$ cat src/rtl/uart_tx_core.sv
// uart_tx_core -- transmit half of a UART.
// Serialises one parallel word per request into a frame of
// start(0) / data LSB first / optional parity / stop(1) on TX_OUT.
// Every bit lasts Prescale clk cycles, and the baud divider is internal.
// Ports:
//   clk        system clock, all logic on the rising edge
//   rst        synchronous, active-low reset
//   P_DATA     word to send, sampled on accept
//   Data_Valid request, accepted when the core is idle
//   PAR_EN     1 = append a parity bit, sampled on accept
//   PAR_TYP    0 = even, 1 = odd parity, sampled on accept
//   Prescale   clk cycles per bit (0 and 1 are treated as 2), sampled on accept
//   TX_OUT     registered serial line, idles high
//   busy       registered, high for the whole frame (start through stop)
module uart_tx_core #(
   parameter int unsigned DATA_WIDTH = 8,
   parameter int unsigned PRESCALE_W = 6
) (
   input  logic                  clk,
   input  logic                  rst,
   input  logic [DATA_WIDTH-1:0] P_DATA,
   input  logic                  Data_Valid,
   input  logic                  PAR_EN,
   input  logic                  PAR_TYP,
   input  logic [PRESCALE_W-1:0] Prescale,
   output logic                  TX_OUT,
   output logic                  busy
);

   localparam int unsigned BIT_W = (DATA_WIDTH > 1) ? $clog2(DATA_WIDTH) : 1;

   typedef enum logic [2:0] {
      IDLE   = 3'd0,
      START  = 3'd1,
      DATA   = 3'd2,
      PARITY = 3'd3,
      STOP   = 3'd4
   } state_t;

   state_t                 state_q,    state_d;
   logic                   tx_q,       tx_d;
   logic                   busy_q,     busy_d;
   logic [PRESCALE_W-1:0]  edge_cnt_q, edge_cnt_d;
   logic [BIT_W-1:0]       bit_cnt_q,  bit_cnt_d;
   logic [DATA_WIDTH-1:0]  data_q,     data_d;
   logic                   par_en_q,   par_en_d;
   logic                   par_bit_q,  par_bit_d;
   logic [PRESCALE_W-1:0]  presc_q,    presc_d;
   logic                   period_end;

   assign period_end = (edge_cnt_q == (presc_q - PRESCALE_W'(1)));

   always_comb begin
      state_d    = state_q;
      edge_cnt_d = edge_cnt_q;
      bit_cnt_d  = bit_cnt_q;
      data_d     = data_q;
      par_en_d   = par_en_q;
      par_bit_d  = par_bit_q;
      presc_d    = presc_q;
      tx_d       = 1'b1;
      busy_d     = 1'b0;

      case (state_q)
         IDLE: begin
            edge_cnt_d = '0;
            bit_cnt_d  = '0;
            if (Data_Valid) begin
               data_d    = P_DATA;
               par_en_d  = PAR_EN;
               par_bit_d = PAR_TYP ? ~^P_DATA : ^P_DATA;
               presc_d   = (Prescale < PRESCALE_W'(2)) ? PRESCALE_W'(2) : Prescale;
               state_d   = START;
            end
         end
         START: begin
            edge_cnt_d = period_end ? '0 : edge_cnt_q + PRESCALE_W'(1);
            if (period_end) begin
               bit_cnt_d = '0;
               state_d   = DATA;
            end
         end
         DATA: begin
            edge_cnt_d = period_end ? '0 : edge_cnt_q + PRESCALE_W'(1);
            if (period_end) begin
               if (bit_cnt_q == BIT_W'(DATA_WIDTH - 1)) begin
                  state_d = par_en_q ? PARITY : STOP;
               end else begin
                  bit_cnt_d = bit_cnt_q + BIT_W'(1);
               end
            end
         end
         PARITY: begin
            edge_cnt_d = period_end ? '0 : edge_cnt_q + PRESCALE_W'(1);
            if (period_end) state_d = STOP;
         end
         STOP: begin
            edge_cnt_d = period_end ? '0 : edge_cnt_q + PRESCALE_W'(1);
            if (period_end) state_d = IDLE;
         end
         default: begin
            state_d    = IDLE;
            edge_cnt_d = '0;
            bit_cnt_d  = '0;
         end
      endcase

      // Outputs are decoded from the next state so the registered TX_OUT/busy
      // change on the same edge as the state register.
      case (state_d)
         START: begin
            tx_d   = 1'b0;
            busy_d = 1'b1;
         end
         DATA: begin
            tx_d   = data_q[bit_cnt_d];
            busy_d = 1'b1;
         end
         PARITY: begin
            tx_d   = par_bit_q;
            busy_d = 1'b1;
         end
         STOP: begin
            tx_d   = 1'b1;
            busy_d = 1'b1;
         end
         default: begin
            tx_d   = 1'b1;
            busy_d = 1'b0;
         end
      endcase
   end

   always_ff @(posedge clk) begin
      if (!rst) begin
         state_q    <= IDLE;
         tx_q       <= 1'b1;
         busy_q     <= 1'b0;
         edge_cnt_q <= '0;
         bit_cnt_q  <= '0;
         data_q     <= '0;
         par_en_q   <= 1'b0;
         par_bit_q  <= 1'b0;
         presc_q    <= '0;
      end else begin
         state_q    <= state_d;
         tx_q       <= tx_d;
         busy_q     <= busy_d;
         edge_cnt_q <= edge_cnt_d;
         bit_cnt_q  <= bit_cnt_d;
         data_q     <= data_d;
         par_en_q   <= par_en_d;
         par_bit_q  <= par_bit_d;
         presc_q    <= presc_d;
      end
   end

   assign TX_OUT = tx_q;
   assign busy   = busy_q;

endmodule

$ cat config.mk
export PLATFORM = sky130hd
export DESIGN_NAME = uart_tx_core
export DESIGN_NICKNAME = d
export VERILOG_FILES = /design/src/rtl/uart_tx_core.sv
export SDC_FILE = /design/constraint.sdc
export NUM_CORES = 1
export LEC_CHECK = 0
export ABC_AREA = 0
export BUFFER_PORTS_ARGS = -buffer_cell sky130_fd_sc_hd__buf_2
export CAP_MARGIN = 20
export CORE_MARGIN = 1.5
export CORE_UTILIZATION = 50
export DETAILED_ROUTE_END_ITERATION = 6
export PLACE_DENSITY = 0.7
export SLEW_MARGIN = 20
export SYNTH_ARGS = -nofsm -noshare
export SYNTH_HDL_FRONTEND = slang
export SYNTH_SLANG_ARGS = --single-unit
$ cat constraint.sdc
create_clock -name clk -period 3.05 [get_ports clk]
set_clock_uncertainty 0.2 [all_clocks]
set_input_delay 0.4575 -clock clk [delete_from_list [all_inputs] [get_ports clk]]
set_output_delay 0.4575 -clock clk [all_outputs]
set_load 0.01 [all_outputs]
==> impl_metrics.json <==
{
  "die_area_mm2": 0.00363,
  "fmaxAchievable_mhz": 343,
  "dr.first_iter.drc_count": 158,
  "chipWidth_um": 60.3,
  "setup_ws_ns": 0.132,
  "async_flop_share_pct": 0,
  "wl_per_cell_um": 11.9,
  "power_frac_seq_pct": 50.1,
  "drc": 0,
  "peakVddDrop_v": 0.000292,
  "critPathSlowestCell": "dfxtp_2",
  "rrSetupSlack_ns": 0.13,
  "reg2reg_from": "presc_q[1]",
  "setup_viol": 0,
  "insertedDiodeCount": 0,
  "routed_via_density": 5.22,
  "ys_ff_latch": 30,
  "grt_pass1_vias": 1336,
  "outcome": "finished clean",
  "crit_cells": 11,
  "slowest_delay_ns": 0.34,
  "drt-total-wl_um": 3150,
  "crit_chain": "inv_1 -> ha_2 -> and2_4 -> o21a_1 -> o31a_1 -> nor3_4 -> nand3b_2 -> mux2_4 -> a32o_1 -> mux2_4 -> o31a_1",
  "grt_max_degree": 25,
  "multiInputGateArea_um2": 976,
  "slew_violations": 0,
  "hp-class": "input port to flop",
  "start_util_pct": 53.3,
  "min_period_over_period_pct": 95.7,
  "start_kind": "flop",
  "post-dp-hpwl_um": 2390,
  "timing.critical_path.from": "presc_q[1]",
  "regToRegEndpoint": "TX_OUT",
  "gp_congestion": 0.861,
  "p_switching_mw": 0.218,
  "nFillCells": 289,
  "final_hold_viol_count": 0,
  "first_pass_iters": 4,
  "ant_nets": 0,
  "cts_htree_levels": 2,
  "powerDensity_mw_per_mm2": 456,
  "top_level_ports": 21,
  "grt_pass1_wl_um": 5580,
  "path_buf_inv": 1,
  "critPathTopFamily": "compound AO/OA/AOI/OAI gates",
  "cellLeakagePower_nw": 0.729,
  "ys_seq_area_share_pct": 36.6,
  "synth_cell_types": 37,
  "cap_viol_max_count": 0,
  "fin_nets": 242,
  "regArea_um2": 603,
  "syn_inst": 199,
  "fin_util_pct": 60.6,
  "cts_root_buffer": "clkbuf_4",
  "crit_path_end": "TX_OUT",
  "post-place-ws_ns": 0.0151,
  "syn-cell-area_mm2": 0.00164,
  "internal-power_mw": 0.632,
  "worst-r2r-cell-count": 11,
  "cts_hold_buf": 0,
  "max-slew-margin-rel_pct": 59.5,
  "drive_gt1_share_pct": 19.0,
  "cts_tree": "done",
  "syn_avg_cell_area_um2": 8.24,
  "crit_fanout": 4,
  "crit_arrival_ns": 2.94,
  "switching_share_pct": 25.7,
  "max_slew.worst_pin.slew_ns": 0.607,
  "cp.required_ns": 3.08,
  "period_needed_ns": 2.92,
  "track_usage_pct": 20.6,
  "endpoint_kind": "flop",
  "path_clk_slew_ns": 0.09,
  "cts_num_sinks": 30,
  "portBuffers": 20,
  "core_mm2": 0.00308,
  "synth_edf_count": 0,
  "synth_ff_type": "dfxtp_1",
  "num_rows": 20,
  "critPathKind": "flop to flop",
  "grt-ovfl-total": 0,
  "dr_total_vias": 1384,
  "comb_power_share_pct": 15.8,
  "synthToLayoutAreaGrowth_pct": 13.8,
  "cts_max_path_buffers": 2,
  "die-height_um": 60.3,
  "cts_buffers": 5,
  "yosysWarnings": 0,
  "clock_latency_ns": 0.33,
  "synthesis.nets": 221,
  "antenna_found_initial": 0,
  "clockPowerShare_pct": 34.1
}
## repair_timing
item,in CTS,in global routing
endpoints found under the setup margin,0,1
setup buffers,0,0
gates resized for setup,0,4
## power groups by stage
| stage | Clock (mW) | Combinational, mW | Sequential [mW] |
|---|---|---|---|
| after detailed placement | 0 | 0.135 | 0.435 |
| after floorplan | 0 | 0.0977 | 0.431 |
| after CTS | 0.302 | 0.135 | 0.426 |
| final | 0.290 | 0.134 | 0.426 |
| after global placement | 0 | 0.130 | 0.435 |
| after global routing | 0.321 | 0.153 | 0.429 |
## worst min-delay path, delay by kind of cell
kind | cells | cell delay (ns)
buffers and inverters | 1 | 0.09
AOI/OAI and AO/OA | 1 | 0.06
and+or+nand+nor | 1 | 0.04
## stage by stage
step,hold WS [ns],total power [mW],TNS (ns),area (um2),instances
floorplan,0.240,0.529,0,1640,199
global placement,0.255,0.564,0,1780,257
detailed placement,0.257,0.570,0,1780,257
CTS,0.159,0.863,0,1860,265
global route,0.166,0.904,-0.00810,1870,265
finish,0.168,0.851,0,1870,265
## flip-flops by register name, summed over array words and instances, names as in the netlist
| signal | flops |
|---|---|
| TX_OUT | 1 |
| busy | 1 |
| edge_cnt_q | 6 |
| par_en_q | 1 |
| state_q | 3 |
| par_bit_q | 1 |
| data_q | 8 |
| presc_q | 6 |
| bit_cnt_q | 3 |
## area by class of cell
class                   instances  share of cell area, %
well taps                      44                   2.95
inverters                       6                   1.21
repair buffers                 24                   6.98
flip-flops and latches         30                   32.3
clock buffers                   8                   4.23
multi-input cells             153                   52.3
## cells in the mapped netlist, types with 3 or more instances
| cell type | instances | area, um2 |
|---|---|---|
| nand2_1 | 40 | 150 |
| dfxtp_1 | 30 | 601 |
| a21boi_0 | 16 | 120 |
| nor2_1 | 15 | 56.3 |
| xnor2_1 | 12 | 105 |
| clkbuf_1 | 9 | 33.8 |
| nand3_1 | 9 | 45.0 |
| xor2_1 | 8 | 70.1 |
| mux2i_1 | 7 | 70.1 |
| inv_1 | 6 | 22.5 |
| and2_1 | 4 | 25.0 |
| o21ai_0 | 4 | 20.0 |
| ha_1 | 3 | 37.5 |
| nand4_1 | 3 | 18.8 |
| nor2b_1 | 3 | 18.8 |
| nor3_1 | 3 | 15.0 |
## metal layers
layer  global-route usage [%]  vias to the layer above  wire, um
met2                     34.5                       28      1510
li1                         -                      713         -
met3                     6.49                        7       129
met4                     9.84                        0        54
met5                        0                        -         0
met1                     23.6                      636      1460
## placed cells by master, fill, tap and decap left out, drive strengths merged, types with 5 or more instances in the layout
master and count:
dfxtp 30, buf 24, xor2 8, nand2 40, a21boi 16, and2 5
clkbuf 8, nand3 9, nor2 15, xnor2 12, inv 6, mux2i 7
## cells by family after synthesis
family,synth area share [%]
AND/OR/NAND/NOR,25.6
buffers and inverters,4.12
AO/OA/AOI/OAI,14.5
multiplexers,6.11
adder cells (fa/ha/maj),2.29
flip-flops,36.6
XOR/XNOR,10.7
## worst min path at each step
stage,start,to,slack (ns),depth (start not counted)
2_1_floorplan,edge_cnt_q[0],edge_cnt_q[0],0.24,1
3_3_place_gp,data_q[5],data_q[5],0.26,2
3_5_place_dp,data_q[3],data_q[3],0.26,2
4_1_cts,PAR_EN,par_en_q,0.16,3
5_1_grt,PAR_EN,par_en_q,0.17,3
6_report,PAR_EN,par_en_q,0.17,3
Power figures use the tool's default switching activity.
